<file path="src/rtl/bcd_hex_display.sv">
// bcd_hex_display
//   Converts a binary value to three decimal digits with a serial double-dabble
//   conversion (one input bit per clock). It drives three active-low 7-segment
//   displays with leading-zero blanking and shows "EEE" for values above
//   MAX_VALUE. A one-deep pending buffer holds a value loaded while a conversion
//   is running, so back-to-back loads chain with no idle gap.
//
// Ports
//   clk    : system clock, rising edge
//   reset  : synchronous, active-high
//   value  : binary value to display (WIDTH bits)
//   load   : one-cycle strobe; value is sampled on the same edge
//   HEX0   : ones digit, active-low, bit order g..a
//   HEX1   : tens digit, active-low
//   HEX2   : hundreds digit, active-low
//   busy   : a conversion is in progress
//   done   : one-cycle pulse on the cycle the HEX outputs update
module bcd_hex_display #(
    parameter int WIDTH     = 8,
    parameter int MAX_VALUE = 255
) (
    input  logic             clk,
    input  logic             reset,
    input  logic [WIDTH-1:0] value,
    input  logic             load,
    output logic [6:0]       HEX0,
    output logic [6:0]       HEX1,
    output logic [6:0]       HEX2,
    output logic             busy,
    output logic             done
);

    localparam logic [6:0]  SEG_BLANK = 7'b1111111;
    localparam logic [6:0]  SEG_E     = 7'b0000110;
    localparam logic [31:0] MAX_W     = 32'(MAX_VALUE);
    localparam logic [3:0]  CNT_INIT  = 4'(WIDTH);

    typedef enum logic [1:0] {IDLE, SHIFT, UPDATE} state_t;

    function automatic logic [6:0] seg7(input logic [3:0] d);
        logic [6:0] s;
        case (d)
            4'd0:    s = 7'b1000000;
            4'd1:    s = 7'b1111001;
            4'd2:    s = 7'b0100100;
            4'd3:    s = 7'b0110000;
            4'd4:    s = 7'b0011001;
            4'd5:    s = 7'b0010010;
            4'd6:    s = 7'b0000010;
            4'd7:    s = 7'b1111000;
            4'd8:    s = 7'b0000000;
            4'd9:    s = 7'b0010000;
            default: s = SEG_BLANK;
        endcase
        return s;
    endfunction

    state_t           state;
    logic [WIDTH-1:0] sr;        // binary bits still to be shifted in, MSB first
    logic [WIDTH-1:0] val_lat;   // value being converted, kept for the range check
    logic [WIDTH-1:0] pend_val;
    logic             pend_vld;
    logic [11:0]      bcd;
    logic [11:0]      bcd_adj;
    logic [11:0]      bcd_next;
    logic [3:0]       cnt;
    logic [6:0]       hex0_n, hex1_n, hex2_n;
    logic             out_of_range;
    logic [WIDTH-1:0] next_val;

    // Double-dabble step: correct every nibble >= 5, then shift in the next bit.
    always_comb begin
        bcd_adj = bcd;
        for (int i = 0; i < 3; i++) begin
            if (bcd[4*i +: 4] >= 4'd5)
                bcd_adj[4*i +: 4] = bcd[4*i +: 4] + 4'd3;
        end
        bcd_next    = bcd_adj << 1;
        bcd_next[0] = sr[WIDTH-1];
    end

    always_comb begin
        out_of_range = 32'(val_lat) > MAX_W;
        if (out_of_range) begin
            hex2_n = SEG_E;
            hex1_n = SEG_E;
            hex0_n = SEG_E;
        end else begin
            hex2_n = (bcd[11:8] == 4'd0) ? SEG_BLANK : seg7(bcd[11:8]);
            hex1_n = (bcd[11:4] == 8'd0) ? SEG_BLANK : seg7(bcd[7:4]);
            hex0_n = seg7(bcd[3:0]);
        end
    end

    // A load arriving in the UPDATE cycle is the newest value, so it wins over
    // whatever is already pending and is started immediately.
    assign next_val = load ? value : pend_val;

    always_ff @(posedge clk) begin
        if (reset) begin
            state    <= IDLE;
            busy     <= 1'b0;
            done     <= 1'b0;
            pend_vld <= 1'b0;
            cnt      <= 4'd0;
            HEX0     <= SEG_BLANK;
            HEX1     <= SEG_BLANK;
            HEX2     <= SEG_BLANK;
        end else begin
            done <= 1'b0;
            case (state)
                IDLE: begin
                    if (load) begin
                        sr      <= value;
                        val_lat <= value;
                        bcd     <= 12'd0;
                        cnt     <= CNT_INIT;
                        busy    <= 1'b1;
                        state   <= SHIFT;
                    end
                end
                SHIFT: begin
                    if (load) begin
                        pend_val <= value;
                        pend_vld <= 1'b1;
                    end
                    bcd <= bcd_next;
                    sr  <= sr << 1;
                    cnt <= cnt - 4'd1;
                    if (cnt == 4'd1)
                        state <= UPDATE;
                end
                UPDATE: begin
                    HEX0 <= hex0_n;
                    HEX1 <= hex1_n;
                    HEX2 <= hex2_n;
                    done <= 1'b1;
                    if (load || pend_vld) begin
                        sr       <= next_val;
                        val_lat  <= next_val;
                        bcd      <= 12'd0;
                        cnt      <= CNT_INIT;
                        pend_vld <= 1'b0;
                        state    <= SHIFT;
                    end else begin
                        busy  <= 1'b0;
                        state <= IDLE;
                    end
                end
                default: state <= IDLE;
            endcase
        end
    end

endmodule

</file>
<file path="config.mk">
export PLATFORM = sky130hd
export DESIGN_NAME = bcd_hex_display
export DESIGN_NICKNAME = d
export VERILOG_FILES = /design/src/rtl/bcd_hex_display.sv
export SDC_FILE = /design/constraint.sdc
export NUM_CORES = 1
export LEC_CHECK = 0
export ABC_AREA = 0
export BUFFER_PORTS_ARGS = -buffer_cell sky130_fd_sc_hd__buf_4
export CORE_ASPECT_RATIO = 0.6
export CORE_MARGIN = 2
export CORE_UTILIZATION = 40
export CTS_CLUSTER_DIAMETER = 80
export DETAILED_ROUTE_END_ITERATION = 8
export GPL_ROUTABILITY_DRIVEN = 0
export SYNTH_ARGS = -nofsm -noshare
export SYNTH_HDL_FRONTEND = slang
export SYNTH_SLANG_ARGS = --single-unit
</file>
<file path="constraint.sdc">
create_clock -name clk -period 6.03 [get_ports clk]
set_clock_uncertainty 0.15 [all_clocks]
set_input_delay 0.603 -clock clk [delete_from_list [all_inputs] [get_ports clk]]
set_output_delay 0.603 -clock clk [all_outputs]
set_load 0.05 [all_outputs]
</file>
== Word-level counts from Yosys, hierarchy flattened ==
Memories as Yosys holds them, arrays and structs flattened. A register that Yosys moved wholly into a read port is not among the register bits.
Cells that the tools add are included.

* Reductions and logical operators: 13
* Add/sub/neg operators: 4
* Mux-type cells: 27
* Bitwise logic cells: 1
* Equality and inequality tests: 8
* Magnitude comparators: 3

{| class="wikitable"
|+ Operator list
! cell !! number
|-
| $pmux W12 S3 || 1
|-
| $mux W12 || 2
|-
| $mux W4 || 6
|-
| $mux W8 || 3
|-
| $pmux W8 S3 || 1
|-
| $mux W7 || 2
|-
| $ge A4 B3 Y1 const B || 3
|-
| $pmux W4 S3 || 1
|-
| $ne A2 B2 Y1 const B || 5
|-
| $reduce_and A3 Y1 || 3
|-
| $add A4 B2 Y4 const B || 2
|-
| $logic_not A8 Y1 || 1
|-
| $pmux W2 S3 || 1
|-
| $mux W1 || 5
|-
| $eq A4 B1 Y1 const B || 1
|-
| $logic_not A4 Y1 || 1
|-
| $mux W2 || 2
|-
| $pmux W1 S2 || 2
|-
| $reduce_and A2 Y1 || 2
|-
| $reduce_and A4 Y1 || 1
|-
| $reduce_bool A2 Y1 || 2
|-
| $sub A4 B1 Y4 const B || 1
|-
| $add A3 B2 Y3 const B || 1
|-
| $mux W3 || 1
|-
| 6 further kinds || 6
|}

* Memories: 3
* Bits in registers: 51
* Bits in read-only memories: 336
* Input bits: 11
* Word-level logic and storage cells: 69
* Output and inout bits: 23

{| class="wikitable"
|+ Memory list
! memory !! words !! width !! rd ports !! clocked after Yosys merged registers in !! wr ports !! line !! text
|-
| (no name shown) || 16 || 7 || 1 || 1 || 0 || 42 || <nowiki>case (d)</nowiki>
|-
| (no name shown) || 16 || 7 || 1 || 1 || 0 || 42 ||
|-
| (no name shown) || 16 || 7 || 1 || 1 || 0 || 42 ||
|}

== Longest topological paths before layout ==
* Depth in word-level cells: 4
* Gate-level depth with buffers: 15
* Mapped depth without buffers: 14

== Worst setup path after synthesis ==
Ideal clock, no wire load.

* Kind: reg-to-reg
* Start: register state[0]
* End: register (tool-made name)
* Path buffers: 1
* Cell stages (with the launch flop): 14
* Data required time: 5748 ps
* Path slack: 3260 ps
* Library setup time: 132 ps
* Data arrival time: 2488 ps
* Clock period less this slack: 2770 ps
* Cells stage by stage: dfxtp_1 -> inv_1 -> ha_1 -> buf_6 -> nor3b_4 -> nor3_4 -> nand2b_4 -> inv_4 -> nand2_2 -> o22ai_1 -> inv_1 -> ha_1 -> nor2_1 -> o22ai_1

{| class="wikitable"
|+ RTL lines
! element !! line !! text
|-
| start: declaration || 58 || <nowiki>state_t state;</nowiki>
|-
| start signal: assignment || 101 || <nowiki>state <= IDLE;</nowiki>
|-
| start signal: assignment || 119 || <nowiki>state <= SHIFT;</nowiki>
|-
| start signal: assignment || 131 || <nowiki>state <= UPDATE;</nowiki>
|}

==> impl_results.md <==
- Number of enable flip-flop cells after synthesis: 28
- Crit path buf inv count: 3
- Starting Density: 0.419
- Layout Cells excl Fill: 493
- DRC violations left: 0
- Worst Hold Class: reg -> reg
- Largest net degree at the start of global routing: 28
- Finished Core Util: 0.495
- CP cell instances: inv_1, ha_1, nor2b_2, nor3_4, nand2b_4, inv_4, nand2_2, o22ai_1, inv_1, ha_1, nor2_1, o21ai_0
- Synth unique cells: 55
- Setup crit end kind: flip-flop
- First drt pass iteration count: 4
- Syn-to-layout area delta: 18.0%
- Fillers: 810
- Post-CTS Setup Repair Bufs: 0
- Vias in the first global route: 2351
- CP Launch Type: flip-flop
- Die area: 9900 um^2
- Final period utilization: 0.509
- Fin area: 4300 um^2
- Vias per cell: 5.19
- Outcome: completed
- Die Width: 127 um
- Worst VDD drop: 0.172 mV
- ANT nets after route: 0
- Seq. cell area: 1720 um^2
- GRT Util Overall: 0.148
- Ports: 34
- Synth warnings: 0
- Mapped Cells: 344
- Initial drt markers: 135
- Post-CTS resize count: 0
- Max-slew violation count: 0
- Area after DPL: 3980 um^2
- Worst path slowest cell: dfxtp_1
- Post-Syn Area per Cell: 10.6 um^2
- Crit path required time: 6080 ps
- Max Root-Sink Buffers: 2
- IO Port Bufs: 33
- Endpoints failing setup: 0
- Initial antenna violation count: 0
- Fmax: 326 MHz
- H-tree depth: 3
- Vias after detailed routing: 2561
- Final Hold Viols: 0
- CTS tree: done
- Final Critical Period: 3070 ps
- HPWL Detailed: 4.88 mm
- Post-synthesis register bit count: 72
- ANT cells: 0
- Sequential area share after synthesis: 0.473
- Peak fanout along the critical path: 27
- Die height: 77.9 um
- Placed Cells: 477
- Worst EP arrival: 3120 ps
- Top_reg_cell synth: dfxtp_1
- Hold Slack: 284 ps
- Total gr overflow: 0
- Layout cells sized above 1: 0.215
- FP Rows: 26
- Max_cap viols: 0
- Routed WL: 6.96 mm
- Asr flop ratio synth: 0
- Area leader, netlist: dfxtp_1
- Synth top area cells: dfxtp_1, edfxtp_1, ha_1
- RSZ-0062 raised after global routing: no
- Clk_lat worst skew: 330 ps
- Mapped Area: 3640 um^2
- CTS Hold Bufs: 0
- PwrDens: 491 nW/um^2
- First-pass GRT wire length: 11.6 mm
- Clock transition at path regs: 60 ps
- Fin Setup TNS: 0 ps
- Yosys top cell area share: 0.242
- Critical Path Max Stage Delay: 420 ps
- Wire per inst: 14.1 um
- Slew HR: 0.456
- Layout Nets: 415
- Root Driver: clkbuf_16
- CTS Buf Count: 9
- Clock sinks: 72
- Multi-input gate area: 1760 um^2
- Syn_nets: 383
- Core Area: 8690 um^2
- Standby leakage power: 1.70 nW
- Crit path max-delay family: simple AND/OR/NAND/NOR gates
- Setup CP Type: reg -> reg
- Worst slew pin tran: 814 ps
-- stage by stage --
step	power (mW)	setup slack [ps]
detailed placement	1.56	2900
finish	2.11	2960
floorplan	1.38	3260
CTS	2.13	2950
global route	2.26	2700
global placement	1.56	3010
-- placed cells by master (no fill, tap or decap), drive strengths merged, types with 3 or more instances in the layout --
| cell | instances |
|---|---|
| a21boi | 5 |
| dfxtp | 44 |
| clkbuf | 10 |
| nand2b | 5 |
| buf | 36 |
| nor3 | 4 |
| edfxtp | 28 |
| o41ai | 3 |
| a211oi | 5 |
| or2 | 3 |
| a22oi | 10 |
| nor2 | 34 |
| nand2 | 17 |
| nor2b | 10 |
| ha | 28 |
| mux2i | 7 |
| o22ai | 3 |
| mux2 | 12 |
| o22a | 16 |
| o21a | 3 |
| a21oi | 24 |
| nor3b | 4 |
| a2bb2oi | 6 |
| inv | 25 |
| nand3 | 3 |
| o21ai | 15 |
-- final cells by class --
type	instances	area share
multi-input cells	236	0.410
inverters	21	0.0189
repair buffers	36	0.0629
clock inverters	6	0.0163
clock buffers	10	0.0582
flip-flops and latches	72	0.401
well taps	112	0.0326
-- cells in the mapped netlist (2+ instances only) --
library cell and number:
a21o_1 2, nor3_1 3, buf_6 2, nand2_1 16
nor2_1 34, dfxtp_1 44, o22ai_1 3, o21a_1 3
mux2_2 11, o21ai_0 13, a211oi_1 5, inv_1 20
o21ai_1 2, or2_2 2, and2_1 2, nand2b_1 4
o22a_1 16, a2bb2oi_1 4, o41ai_1 3, a21oi_1 24
a21boi_1 4, a2bb2oi_2 2, xnor2_1 2, nand3_1 3
ha_1 28, a22oi_1 10, edfxtp_1 28, mux2i_1 6
nor2b_1 9, or3b_2 2, nor3b_1 3, clkbuf_1 10
xor2_1 2
-- logic make-up after synthesis --
| family | Yosys count | synth area share |
|---|---|---|
| AO/OA/AOI/OAI | 99 | 0.195 |
| XOR/XNOR | 4 | 0.00963 |
| adder cells (fa/ha/maj) | 28 | 0.0963 |
| buffers and inverters | 36 | 0.0426 |
| flip-flops | 72 | 0.473 |
| multiplexers | 19 | 0.0584 |
| AND/OR/NAND/NOR | 86 | 0.125 |
-- routing by layer --
layer | vias up | global-route usage | routed length (um)
li1 | 1309 | - | -
met1 | 1215 | 0.211 | 3730
met4 | 0 | 0.0363 | 35
met3 | 4 | 0.0503 | 242
met2 | 33 | 0.216 | 2950
met5 | - | 0 | 0
-- worst paths after layout --
check	slack [ps]	depth (start not counted)	from	endpoint
setup / recovery	2960	12	state[0]	flip-flop
hold / removal	280	1	flip-flop	HEX1[6]
setup reg to reg	2960	12	state[0]	flip-flop
hold reg to reg	280	1	flip-flop	HEX1[6]
-- power by group --
| group | switching [mW] | total (mW) | internal [mW] |
|---|---|---|---|
| Combinational | 0.472 | 0.790 | 0.318 |
| Sequential | 0.0848 | 0.759 | 0.674 |
| Clock | 0.213 | 0.563 | 0.350 |
| Total | 0.769 | 2.11 | 1.34 |
(Power assumes the default switching activity.)
